[src/rtl/pattern_valid_generator.sv]
// ---------------------------------------------------------------------------
// pattern_valid_generator
//
// Transmit-side valid-lane pattern generator for the mainband Tx path.
// Each clock it drives one 32-bit valid-lane word (bit 0 goes out first).
// The word is either the VALTRAIN pattern 32'hF0F0F0F0 (four 11110000
// iterations) or all zeros.
//
// Training bursts
//   A burst is started by i_start and runs for ITER_LONG/4 or ITER_SHORT/4
//   pattern words. It is followed by GAP_CYCLES all-zero words. At the end
//   of the gap, i_repeat either chains another burst or returns to IDLE with
//   a one-cycle o_done pulse.
//
// Functional framing
//   In IDLE, i_data_valid frames the same cycle's data with one pattern word
//   on the next clock.
//
// Ports
//   i_clk               system clock, rising edge
//   i_rst_n             asynchronous active-low reset
//   i_enable_generator  block enable; low forces IDLE and clears counters
//   i_enable_128        mode bit 0: ITER_LONG burst
//   i_enable_cons       mode bit 1: ITER_SHORT burst
//   i_start             single-cycle burst request, honoured in IDLE only
//   i_repeat            sampled on the last gap word; 1 = chain next burst
//   i_data_valid        functional-mode framing request, honoured in IDLE
//   TVLD_L              registered valid-lane word
//   o_busy              high while a burst (pattern or gap) is in progress
//   o_done              one-cycle pulse when a burst ends without repeat
//   o_mode_err          one-cycle pulse when i_start sees mode 00 or 11
//   o_iter_sent         iterations sent in the current or last burst
//
// Request semantics: i_start, i_repeat and i_data_valid are plain level
// samples taken on the rising edge. There is no back-pressure. A request
// that arrives in a state that ignores it is dropped, not queued.
// ---------------------------------------------------------------------------
module pattern_valid_generator #(
    parameter int ITER_LONG  = 128,
    parameter int ITER_SHORT = 16,
    parameter int GAP_CYCLES = 2
) (
    input  logic        i_clk,
    input  logic        i_rst_n,
    input  logic        i_enable_generator,
    input  logic        i_enable_128,
    input  logic        i_enable_cons,
    input  logic        i_start,
    input  logic        i_repeat,
    input  logic        i_data_valid,
    output logic [31:0] TVLD_L,
    output logic        o_busy,
    output logic        o_done,
    output logic        o_mode_err,
    output logic [9:0]  o_iter_sent
);

    localparam logic [31:0] PATTERN_WORD = 32'hF0F0F0F0;
    localparam logic [7:0]  LONG_WORDS   = 8'(ITER_LONG / 4);
    localparam logic [7:0]  SHORT_WORDS  = 8'(ITER_SHORT / 4);
    localparam logic [3:0]  GAP_LAST     = 4'(GAP_CYCLES);

    typedef enum logic [1:0] {
        S_IDLE    = 2'd0,
        S_PATTERN = 2'd1,
        S_GAP     = 2'd2
    } state_t;

    state_t      state_q, state_d;
    logic [7:0]  word_cnt_q, word_cnt_d;       // pattern words already on the lane
    logic [3:0]  gap_cnt_q, gap_cnt_d;         // gap words already on the lane
    logic [7:0]  burst_words_q, burst_words_d; // burst length latched at start
    logic [31:0] tvld_q, tvld_d;
    logic        busy_q, busy_d;
    logic        done_q, done_d;
    logic        mode_err_q, mode_err_d;
    logic [9:0]  iter_q, iter_d;

    logic [1:0]  mode;
    logic        mode_legal;

    assign mode       = {i_enable_cons, i_enable_128};
    assign mode_legal = (mode == 2'b01) || (mode == 2'b10);

    always_comb begin
        state_d       = state_q;
        word_cnt_d    = word_cnt_q;
        gap_cnt_d     = gap_cnt_q;
        burst_words_d = burst_words_q;
        tvld_d        = '0;
        done_d        = 1'b0;
        mode_err_d    = 1'b0;
        iter_d        = iter_q;

        if (!i_enable_generator) begin
            // Abort: counters clear, but o_iter_sent keeps the truncated count.
            state_d    = S_IDLE;
            word_cnt_d = '0;
            gap_cnt_d  = '0;
        end else begin
            unique case (state_q)
                S_IDLE: begin
                    if (i_start) begin
                        // i_start takes priority over i_data_valid.
                        if (mode_legal) begin
                            state_d       = S_PATTERN;
                            burst_words_d = (mode == 2'b01) ? LONG_WORDS : SHORT_WORDS;
                            word_cnt_d    = 8'd1;
                            gap_cnt_d     = '0;
                            iter_d        = 10'd4;
                            tvld_d        = PATTERN_WORD;
                        end else begin
                            mode_err_d = 1'b1;
                        end
                    end else if (i_data_valid) begin
                        tvld_d = PATTERN_WORD;
                    end
                end

                S_PATTERN: begin
                    if (word_cnt_q == burst_words_q) begin
                        // The last pattern word is on the lane; the first gap word goes out now.
                        state_d    = S_GAP;
                        word_cnt_d = '0;
                        gap_cnt_d  = 4'd1;
                    end else begin
                        tvld_d     = PATTERN_WORD;
                        word_cnt_d = word_cnt_q + 8'd1;
                        iter_d     = iter_q + 10'd4;
                    end
                end

                S_GAP: begin
                    if (gap_cnt_q == GAP_LAST) begin
                        gap_cnt_d = '0;
                        if (i_repeat) begin
                            state_d    = S_PATTERN;
                            word_cnt_d = 8'd1;
                            iter_d     = 10'd4;
                            tvld_d     = PATTERN_WORD;
                        end else begin
                            state_d = S_IDLE;
                            done_d  = 1'b1;
                        end
                    end else begin
                        gap_cnt_d = gap_cnt_q + 4'd1;
                    end
                end

                default: begin
                    state_d = S_IDLE;
                end
            endcase
        end

        // o_busy is registered from the next state so that it lines up with TVLD_L.
        busy_d = (state_d != S_IDLE);
    end

    always_ff @(posedge i_clk or negedge i_rst_n) begin
        if (!i_rst_n) begin
            state_q       <= S_IDLE;
            word_cnt_q    <= '0;
            gap_cnt_q     <= '0;
            burst_words_q <= '0;
            tvld_q        <= '0;
            busy_q        <= 1'b0;
            done_q        <= 1'b0;
            mode_err_q    <= 1'b0;
            iter_q        <= '0;
        end else begin
            state_q       <= state_d;
            word_cnt_q    <= word_cnt_d;
            gap_cnt_q     <= gap_cnt_d;
            burst_words_q <= burst_words_d;
            tvld_q        <= tvld_d;
            busy_q        <= busy_d;
            done_q        <= done_d;
            mode_err_q    <= mode_err_d;
            iter_q        <= iter_d;
        end
    end

    assign TVLD_L      = tvld_q;
    assign o_busy      = busy_q;
    assign o_done      = done_q;
    assign o_mode_err  = mode_err_q;
    assign o_iter_sent = iter_q;

endmodule

[config.mk]
export PLATFORM = sky130hd
export DESIGN_NAME = pattern_valid_generator
export DESIGN_NICKNAME = d
export VERILOG_FILES = /design/src/rtl/pattern_valid_generator.sv
export SDC_FILE = /design/constraint.sdc
export NUM_CORES = 1
export LEC_CHECK = 0
export CELL_PAD_IN_SITES_DETAIL_PLACEMENT = 1
export CELL_PAD_IN_SITES_GLOBAL_PLACEMENT = 2
export CORE_ASPECT_RATIO = 0.8
export CORE_UTILIZATION = 31
export DETAILED_ROUTE_END_ITERATION = 8
export PLACE_DENSITY = 0.83
export SLEW_MARGIN = 30
export SYNTH_ARGS = -nofsm -noshare
export SYNTH_HDL_FRONTEND = slang
export SYNTH_SLANG_ARGS = --single-unit
[constraint.sdc]
create_clock -name i_clk -period 3.1 [get_ports i_clk]
set_input_delay 0.31 -clock i_clk [delete_from_list [all_inputs] [get_ports i_clk]]
set_output_delay 0.31 -clock i_clk [all_outputs]
set_load 0.02 [all_outputs]
==> flow_metrics.env <==
export IMPL_place_gp_congestion=0.756
export IMPL_synth_warnings=0
export IMPL_numPortBuffers=34
export IMPL_ctsResizeCount=0
export IMPL_finalWirelength_um=4350
export IMPL_vias=1557
export IMPL_cts_setup_buffers=0
export IMPL_synth_area_um2=1970
export IMPL_startpoint_type="input pin"
export IMPL_hold_viol_final=0
export IMPL_crit_fanout=8
export IMPL_post_route_worst_setup_slack_ns=0.728
export IMPL_fmax_ghz=0.422
export IMPL_grt_pass1_wl_um=7850
export IMPL_synthTopCellsByArea="dfrtp_1 (35%), buf_4 (13%), ha_1 (6.3%)"
export IMPL_ys_seq_area_share_pct=35.5
export IMPL_cts_sinks=28
export IMPL_drc=0
export IMPL_yosysMostFrequentCell="buf_4"
export IMPL_post_dp_hpwl_um=3350
export IMPL_drv_slew=0
export IMPL_ioPinCount=53
export IMPL_hold_buffers=0
export IMPL_synth_edf_count=0
export IMPL_min_period_ns=2.37
export IMPL_avgViaCountPerCell=4.94
export IMPL_yosys_area_top_type_share_pct=35.5
export IMPL_antenna_found_initial=0
export IMPL_grt_pass1_vias=1579
export IMPL_die_h_um=73.4
export IMPL_rr_worst_depth=6
export IMPL_crit_path_start="i_enable_cons"
export IMPL_crit_path_end="o_iter_sent[5]$_DFFE_PN0P_"
export IMPL_initial_core_util_pct=32.7
export IMPL_cts_path_max_buffers=2
export IMPL_finalNetCount=253
export IMPL_rrSetupSlack_ns=0.80
export IMPL_yosys_area_top_type="dfrtp_1"
export IMPL_cts_buffers=3
export IMPL_cts_tree="built"
export IMPL_die_w_um=91.2
export IMPL_syn2layout_area_growth_pct=15.4
export IMPL_core_area_um2=6040
export IMPL_max_slew_worst_pin_slew_ns=0.633
export IMPL_drtAntennaViolNets=0
export IMPL_firstDrtPassIters=4
export IMPL_regToRegEndpoint="gap_cnt_q[3]$_DFFE_PN0P_"
export IMPL_p_leak_nw=0.948
export IMPL_antenna_cells=0
export IMPL_place_ws_ns=0.358
export IMPL_grt_ovfl_total=0
export IMPL_relSlewSlack_pct=57.3
export IMPL_finalCritPeriodShare_pct=76.5
export IMPL_rsz0062_at_grt="false"
export IMPL_status="finished, final reports clean"
export IMPL_cts_root_buffer="clkbuf_8"
export IMPL_synth_cell_type_count=51
export IMPL_required_ns=3.28
export IMPL_postSynthCellCount=215
export IMPL_clock_skew_ns=0.00432
export IMPL_die_area_um2=6690
export IMPL_finalSetupViolCount=0
export IMPL_tns_ns=0
export IMPL_cp_arrival_ns=2.55
export IMPL_num_rows=25
export IMPL_r2r_start="state_q[0]$_DFF_PN0_"
export IMPL_grt_max_degree=29
export IMPL_clk_latency_ns=0.27
export IMPL_power_density_nw_per_um2=550
export IMPL_cts_htree_levels=1
export IMPL_drtIter0Drc=32
export IMPL_ys_async_sr_fraction_pct=100
export IMPL_crit_type="in2reg"
export IMPL_wl_per_cell_um=13.8
export IMPL_grt_util_all_layers_pct=14.4
export IMPL_final_layout_size_suffix_gt1_share_pct=5.98
export IMPL_clk_pin_slew_worst_paths_ns=0.10
export IMPL_yosys_top_cells_count="buf_4 (33), dfrtp_1 (28), inv_1 (14), nand2_1 (14), o21ai_0 (13)"
export IMPL_fillerInstances=719
export IMPL_maxCapViolCount=0
export IMPL_ir_drop_mv=0.186
export IMPL_critPathCaptureType="flop"
export IMPL_synth_seq_cells=28
export IMPL_synth_ff_type="dfrtp_1"
export IMPL_finish_utilization_pct=37.7
export IMPL_hold_class="in2async"
export IMPL_synth_area_per_cell_um2=9.18
worst max-delay path, cell delays in order:
cell and delay (ns):
clkdlybuf4s50_1 0.45, inv_1 0.04, ha_1 0.32, nor2b_1 0.30, o22ai_1 0.26, or3_1 0.55
o311ai_1 0.32
cell usage in the layout (no fill, tap or decap), types with 6 or more instances in the layout:
| master | instances |
|---|---|
| clkdlybuf4s50_1 | 34 |
| conb_1 | 18 |
| dfrtp_1 | 28 |
| ha_1 | 10 |
| inv_1 | 14 |
| nand2_1 | 14 |
| nand3_1 | 10 |
| nor2_1 | 8 |
| o21ai_0 | 13 |
| o31ai_1 | 6 |
layer usage:
metal	routed length, um	GRT usage, %	share of wire [%]
met1	2350	20.4	54
met3	122	2.48	2.8
met4	17	2.12	0.39
met5	0	0	0
met2	1860	23.6	43
report_power, final:
part	leakage, nW	switching, mW	internal (mW)
combinational	0.541	0.304	0.230
sequential	0.378	0.0705	0.418
clock	0.0288	0.116	0.114
total	0.948	0.490	0.762
final cells by class:
class | instances | area [um^2] | area share, %
inverters | 14 | 52.6 | 2.31
repair buffers | 36 | 355 | 15.6
flip-flops and latches | 28 | 701 | 30.8
multi-input cells | 152 | 1010 | 44.5
well taps | 81 | 101 | 4.45
clock buffers | 4 | 55.1 | 2.42
cell families after synthesis:
family,Yosys count,synth area share [%]
xor gates and xnor gates,4,1.77
muxes,2,1.08
adders and majority gates,10,6.34
other,1,0.190
and+or+nand+nor,66,19.5
buffers and inverters,52,16.7
DFF,28,35.5
AOI/OAI and AO/OA,52,18.9
registers in the layout, indices dropped and copies added, names as in the netlist:
name	cells
o_mode_err	1
TVLD_L	1
state_q	2
o_busy	1
word_cnt_q	8
burst_words_q	2
o_iter_sent	8
gap_cnt_q	4
o_done	1
stage by stage:
step	total power, mW	area [um^2]	cells	hold WS (ns)
2_1_floorplan	0.873	2040	232	0.0144
3_3_place_gp	1.03	2220	311	0.495
3_5_place_dp	1.04	2220	311	0.509
5_1_grt	1.35	2280	315	0.445
6_report	1.25	2280	315	0.407
4_1_cts	1.27	2270	315	0.421
worst min-delay path by stage:
| stage | slack [ns] | endpoint | startpoint | cells after the start |
|---|---|---|---|---|
| global placement | 0.49 | burst_words_q[2]$_DFFE_PN0P_ | burst_words_q[2]$_DFFE_PN0P_ | 2 |
| CTS | 0.42 | word_cnt_q[3]$_DFFE_PN0P_ | i_rst_n | 2 |
| detailed placement | 0.51 | burst_words_q[2]$_DFFE_PN0P_ | burst_words_q[2]$_DFFE_PN0P_ | 2 |
| floorplan | 0.01 | TVLD_L[30]$_DFF_PN0_ | i_rst_n | 0 |
| finish | 0.41 | gap_cnt_q[3]$_DFFE_PN0P_ | i_rst_n | 2 |
| global route | 0.45 | gap_cnt_q[3]$_DFFE_PN0P_ | i_rst_n | 2 |
No activity file was read; power rests on OpenSTA's default activity.
